### config.mk
export PLATFORM = sky130hd
export DESIGN_NAME = guided_play_sequencer
export DESIGN_NICKNAME = d
export VERILOG_FILES = /design/src/rtl/guided_play_sequencer.sv
export SDC_FILE = /design/constraint.sdc
export NUM_CORES = 1
export LEC_CHECK = 0
export ABC_AREA = 1
export CAP_MARGIN = 20
export CORE_MARGIN = 5
export CORE_UTILIZATION = 49
export DETAILED_ROUTE_END_ITERATION = 12
export HOLD_SLACK_MARGIN = 0.06
export PLACE_DENSITY_LB_ADDON = 0.1
export SLEW_MARGIN = 0
export SYNTH_ARGS = -nofsm -noshare
export SYNTH_HDL_FRONTEND = slang
export SYNTH_SLANG_ARGS = --single-unit
### constraint.sdc
create_clock -name clk_in -period 1.5 [get_ports clk_in]
set_input_delay 0.225 -clock clk_in [delete_from_list [all_inputs] [get_ports clk_in]]
set_output_delay 0.225 -clock clk_in [all_outputs]
set_load 0.005 [all_outputs]
### src/rtl/guided_play_sequencer.sv
// Guided-play lesson sequencer: steps through a song's notes from ROM and judges each key press.
// Optional hit/miss score counters are generated when GUIDED_SCORE_EN is defined.
module guided_play_sequencer #(
    parameter int NOTES_PER_SONG = 9,
    parameter int NUM_SONGS      = 4,
    parameter int ERR_CYCLES     = 16
) (
    input  logic                                                clk_in,
    input  logic                                                rst_in,
    input  logic [7:0]                                          keys_in,
    input  logic                                                trigger,
    input  logic                                                start,
    input  logic                                                abort,
    input  logic [2:0]                                          rom_data,
    output logic [$clog2(NUM_SONGS)+$clog2(NOTES_PER_SONG)-1:0] rom_addr,
    output logic [$clog2(NUM_SONGS)-1:0]                        song_address,
    output logic [$clog2(NOTES_PER_SONG)-1:0]                   note_index,
    output logic [2:0]                                          expected_note,
    output logic [2:0]                                          key_played,
    output logic                                                correct_pulse,
    output logic                                                wrong_pulse,
    output logic                                                err_active,
    output logic                                                song_done,
`ifdef GUIDED_SCORE_EN
    output logic [7:0]                                          hit_count,
    output logic [7:0]                                          miss_count,
`endif
    output logic                                                busy
);

    localparam int NW = $clog2(NOTES_PER_SONG);
    localparam int SW = $clog2(NUM_SONGS);
    localparam int CW = (ERR_CYCLES > 1) ? $clog2(ERR_CYCLES) : 1;

    localparam logic [NW-1:0] LAST_NOTE = NW'(NOTES_PER_SONG - 1);
    localparam logic [SW-1:0] LAST_SONG = SW'(NUM_SONGS - 1);
    localparam logic [CW-1:0] ERR_LOAD  = CW'(ERR_CYCLES - 1);

    typedef enum logic [2:0] {
        IDLE,
        FETCH,
        WAIT_KEY,
        JUDGE,
        ERR_HOLD,
        DONE
    } state_t;

    state_t        state_reg, state_next;
    logic [NW-1:0] note_reg, note_next;
    logic [SW-1:0] song_reg, song_next;
    logic [2:0]    exp_reg, exp_next;
    logic [2:0]    key_reg, key_next;
    logic [CW-1:0] cnt_reg, cnt_next;
    logic [7:0]    keys_prev_reg;
    logic          correct_reg, correct_next;
    logic          wrong_reg, wrong_next;
    logic          done_reg, done_next;
    logic          err_reg;

    logic [7:0]    edges;
    logic [2:0]    win_idx;

    // Rising edges only exist on sample strobes; the lowest key index wins.
    assign edges = trigger ? (keys_in & ~keys_prev_reg) : 8'h00;

    always_comb begin
        win_idx = 3'd0;
        for (int i = 7; i >= 0; i--) begin
            if (edges[i]) win_idx = 3'(i);
        end
    end

    always_comb begin
        state_next   = state_reg;
        note_next    = note_reg;
        song_next    = song_reg;
        exp_next     = exp_reg;
        key_next     = key_reg;
        cnt_next     = cnt_reg;
        correct_next = 1'b0;
        wrong_next   = 1'b0;
        done_next    = 1'b0;

        case (state_reg)
            IDLE: begin
                if (start) begin
                    state_next = FETCH;
                    note_next  = '0;
                end
            end
            FETCH: begin
                state_next = WAIT_KEY;
                exp_next   = rom_data;
            end
            WAIT_KEY: begin
                if (|edges) begin
                    key_next   = win_idx;
                    state_next = JUDGE;
                end
            end
            JUDGE: begin
                if (key_reg == exp_reg) begin
                    correct_next = 1'b1;
                    if (note_reg == LAST_NOTE) begin
                        state_next = DONE;
                    end else begin
                        note_next  = note_reg + NW'(1);
                        state_next = FETCH;
                    end
                end else begin
                    wrong_next = 1'b1;
                    cnt_next   = ERR_LOAD;
                    state_next = ERR_HOLD;
                end
            end
            ERR_HOLD: begin
                if (cnt_reg == '0) state_next = WAIT_KEY;
                else               cnt_next   = cnt_reg - CW'(1);
            end
            DONE: begin
                done_next  = 1'b1;
                note_next  = '0;
                song_next  = (song_reg == LAST_SONG) ? '0 : song_reg + SW'(1);
                state_next = IDLE;
            end
            default: state_next = IDLE;
        endcase

        // Abort overrides everything but keeps the song selection and latched hint.
        if (abort) begin
            state_next   = IDLE;
            note_next    = '0;
            song_next    = song_reg;
            exp_next     = exp_reg;
            key_next     = key_reg;
            cnt_next     = '0;
            correct_next = 1'b0;
            wrong_next   = 1'b0;
            done_next    = 1'b0;
        end
    end

    always_ff @(posedge clk_in or posedge rst_in) begin
        if (rst_in) begin
            state_reg     <= IDLE;
            note_reg      <= '0;
            song_reg      <= '0;
            exp_reg       <= '0;
            key_reg       <= '0;
            cnt_reg       <= '0;
            keys_prev_reg <= '0;
            correct_reg   <= 1'b0;
            wrong_reg     <= 1'b0;
            done_reg      <= 1'b0;
            err_reg       <= 1'b0;
        end else begin
            state_reg   <= state_next;
            note_reg    <= note_next;
            song_reg    <= song_next;
            exp_reg     <= exp_next;
            key_reg     <= key_next;
            cnt_reg     <= cnt_next;
            correct_reg <= correct_next;
            wrong_reg   <= wrong_next;
            done_reg    <= done_next;
            err_reg     <= (state_next == ERR_HOLD);
            if (trigger) keys_prev_reg <= keys_in;
        end
    end

`ifdef GUIDED_SCORE_EN
    logic [7:0] hit_reg, miss_reg;

    always_ff @(posedge clk_in or posedge rst_in) begin
        if (rst_in) begin
            hit_reg  <= '0;
            miss_reg <= '0;
        end else if (state_reg == IDLE && start && !abort) begin
            hit_reg  <= '0;
            miss_reg <= '0;
        end else begin
            if (correct_next && hit_reg != 8'hFF) hit_reg  <= hit_reg + 8'd1;
            if (wrong_next && miss_reg != 8'hFF)  miss_reg <= miss_reg + 8'd1;
        end
    end

    assign hit_count  = hit_reg;
    assign miss_count = miss_reg;
`endif

    assign rom_addr      = {song_reg, note_reg};
    assign song_address  = song_reg;
    assign note_index    = note_reg;
    assign expected_note = exp_reg;
    assign key_played    = key_reg;
    assign correct_pulse = correct_reg;
    assign wrong_pulse   = wrong_reg;
    assign err_active    = err_reg;
    assign song_done     = done_reg;
    assign busy          = (state_reg != IDLE);

endmodule
==> summary.md <==
| Metric | Value |
|---|---|
| Critical path required time | 1.27 ns |
| Die ar. | 0.00471 sq mm |
| Max VDD drop | 0.720 mV |
| Mapped cell area | 0.00169 sq mm |
| Clock-pin transition on the worst setup and hold timing paths | 0.10 ns |
| Smallest setup slack after layout | 0.0452 ns |
| Type of the tightest min-delay check | in -> async |
| Antenna violations before repair | 0 |
| Hold violation count in the final report | 0 |
| Wire length of the first global-routing pass | 6680 um |
| Standard cell area after detailed placement | 0.00215 sq mm |
| Post-route DRC violation count | 0 |
| Setup TNS | 0 ns |
| Antenna-violating nets left | 0 |
| Last weighted congestion value of the routability-driven placer | 0.876 |
| CTS H-tree depth | 2 |
| Cells after DPL | 287 |
| Count of non-filler cells in the finished layout | 314 |
| Highest Clock Rate | 687 MHz |
| Post-detail-place hpwl | 2780 um |
| Buffer levels on the longest clock path | 2 |
| First DRT Iteration DRCs | 104 |
| Standard-cell rows | 21 |
| CTS tree | built |
| Average wire per standard cell | 13.0 um |
| Number of clock buffers inserted by TritonCTS | 5 |
| Setup-violating endpoint count in the final report | 0 |
| Final Max Slew Viols | 0 |
| Post-route fraction of the period consumed by the critical path | 97.0% |
| # Max-Cap Violations | 0 |
| Largest net degree at the start of global routing | 32 |
| Leading cell types by total area after synthesis | sky130_fd_sc_hd__dfrtp_1 46%, sky130_fd_sc_hd__nand2_1 11%, sky130_fd_sc_hd__nand3_1 5.6% |
| Relative slew slack | 73.5% |
| Cells after synthesis | 200 |
| Final cell utilization of the core | 72.9% |
| CTS sink cnt | 31 |
| Number of warnings reported in the yosys synthesis log | 0 |
| Mapped Nets | 220 |
| FF+latch count, synth | 31 |
| Crit. End Element | output pin |
| Post-layout minimum cycle time | 1.45 ns |
| Drt total wl | 4070 um |
| Nets | 287 |
| Worst-Margin Slew | 0.398 ns |
| Area delta synth->final | 44.3% |
| Sequential-to-total area share from yosys stat | 46.0% |
| Initial Utilization | 50.5% |
| Die outline height | 68.6 um |
| Aggregate global routing overflow | 0 |
| Via count of the first global-routing pass | 1549 |
| Number of vias in the routed layout | 1569 |
| Core Region | 0.00334 sq mm |
| GR Util All Layers | 19.0% |
| Worst Skew | 0.00737 ns |
| Startpoint kind of the worst setup timing path | flop |
| Worst slack, placed | -0.114 ns |
| Final hold slack | 0.283 ns |
| Total leakage power | 1.26 nW |
| Fraction of final layout cells with drive strength greater than 1 | 25.4% |
| Number of unique standard cell types used by synthesis | 32 |
| Status | completed |
| PwrDens | 1000 mW/mm^2 |
| Count of input and output buffers | 38 |
| Number of flip-flops in the largest register | 8 |
| FILL cells | 267 |
| Via density | 5.00 |
| Share of the synthesized area in the top cell type | 46.0% |
| Area of all placed cells without fillers | 0.00243 sq mm |
| Total chip power | 2.44 mW |
| Area taken by multi-input logic gates | 818 sq um |
| Number of ports placed on the die boundary | 39 |
| Biggest area consumer among synthesized cells | sky130_fd_sc_hd__dfrtp_1 |
| Critical path type | reg -> out |
| Crit path DAT | 1.23 ns |
| Footprint of the flip-flops and latches | 777 sq um |
| Root buffer cell | sky130_fd_sc_hd__clkbuf_4 |
| Width of the die | 68.6 um |
| Maximum fanout count along the critical path | 2 |
| 1st-pass router iterations | 4 |
| Setup repair after global routing missed its margin | true |
| Clk_lat worst skew | 0.33 ns |
| Post-synthesis area per instance | 8.43 sq um |
| Number of antenna repair diodes | 0 |
[cells by family after synthesis]
kind of cell / after synthesis / share of synthesized area (%)
adders and majority gates: 4 / 2.97
buffers and inverters: 35 / 9.65
DFF: 31 / 46.0
muxes: 4 / 2.67
AOI/OAI and AO/OA: 21 / 6.90
and+or+nand+nor: 101 / 29.7
xor gates and xnor gates: 4 / 2.08
[power breakdown]
group          total (mW)  internal, mW  switching, mW
Sequential           1.04         0.951         0.0846
Combinational       0.926         0.506          0.420
Clock               0.478         0.183          0.295
[layout by cell type (no fill, tap or decap), drive strengths merged, types with 2 or more instances in the layout]
master / n
inv: 26
xnor2: 3
nand3: 24
nor2: 13
ha: 4
nand2: 54
dlygate4sd2: 4
a211oi: 2
dfrtp: 31
clkdlybuf4s50: 28
mux2: 4
buf: 31
dlymetal6s2s: 5
o21ai: 13
nor3: 5
a21oi: 3
nand4: 3
clkbuf: 7
[cell usage after synthesis]
cell type / count
sky130_fd_sc_hd__buf_6: 1
sky130_fd_sc_hd__a31oi_1: 1
sky130_fd_sc_hd__nand3_2: 4
sky130_fd_sc_hd__dfrtp_1: 31
sky130_fd_sc_hd__xnor2_1: 3
sky130_fd_sc_hd__nand3b_1: 1
sky130_fd_sc_hd__or2_2: 1
sky130_fd_sc_hd__mux2_1: 4
sky130_fd_sc_hd__nand3_4: 1
sky130_fd_sc_hd__a211oi_1: 2
sky130_fd_sc_hd__nand2_2: 3
sky130_fd_sc_hd__nor2_1: 9
sky130_fd_sc_hd__o21a_1: 1
sky130_fd_sc_hd__buf_2: 1
sky130_fd_sc_hd__o21bai_1: 1
sky130_fd_sc_hd__clkbuf_1: 1
sky130_fd_sc_hd__nor2_4: 2
sky130_fd_sc_hd__nand4_1: 2
sky130_fd_sc_hd__a21oi_1: 3
sky130_fd_sc_hd__nand4_2: 1
sky130_fd_sc_hd__buf_4: 6
sky130_fd_sc_hd__o21ai_0: 10
sky130_fd_sc_hd__nand3_1: 19
sky130_fd_sc_hd__nor2_2: 2
sky130_fd_sc_hd__nor3_2: 1
sky130_fd_sc_hd__inv_1: 20
sky130_fd_sc_hd__ha_1: 4
sky130_fd_sc_hd__o21ai_1: 3
sky130_fd_sc_hd__nor3_1: 4
sky130_fd_sc_hd__inv_2: 6
sky130_fd_sc_hd__nand2_1: 51
sky130_fd_sc_hd__xor2_1: 1
[metal layers]
| metal | global-route usage [%] | up-vias | routed length, um | share of wire [%] |
|---|---|---|---|---|
| li1 | - | 773 | - | - |
| met1 | 22.3 | 738 | 1650 | 40 |
| met2 | 32.5 | 48 | 2160 | 53 |
| met3 | 4.54 | 10 | 208 | 5.1 |
| met4 | 8.44 | 0 | 60 | 1.5 |
| met5 | 0 | - | 0 | 0 |
[final timing paths]
check                                       start                            to  slack (ns)  cells past startpoint
min reg2reg                cnt_reg[3]$_DFFE_PP0P_        cnt_reg[3]$_DFFE_PP0P_        0.52                      2
min                                        rst_in  keys_prev_reg[4]$_DFFE_PP0P_        0.28                      3
max                        state_reg[0]$_DFF_PP0_                          busy        0.05                      5
max in group asynchronous                  rst_in        state_reg[2]$_DFF_PP0_        0.91                      3
max reg2reg                state_reg[0]$_DFF_PP0_   song_address[1]$_DFFE_PP0P_        0.05                      6
min in group clk_in                    keys_in[3]  keys_prev_reg[3]$_DFFE_PP0P_        0.48                      3
[what timing repair did]
item	CTS	global route
setup endpoints to repair	13	18
hold buffers	0	0
pin swaps	4	8
resized for setup	11	20
setup buffers	13	8
[worst max-delay path: stages (launching register included)]
cell and delay [ns]:
sky130_fd_sc_hd__dfrtp_1 0.41, sky130_fd_sc_hd__inv_2 0.09, sky130_fd_sc_hd__nand2_4 0.07, sky130_fd_sc_hd__nor2_4 0.10, sky130_fd_sc_hd__inv_1 0.04, sky130_fd_sc_hd__clkdlybuf4s15_1 0.19
[cell type report]
| cell class | count | area share, % |
|---|---|---|
| multi-input combinational | 134 | 33.6 |
| sequential | 31 | 31.9 |
| timing repair buffer | 69 | 26.0 |
| inverter | 26 | 4.01 |
| tap | 46 | 2.37 |
| clock buffer | 7 | 1.85 |
| clock inverter | 1 | 0.206 |
Power figures use the tool's default switching activity.
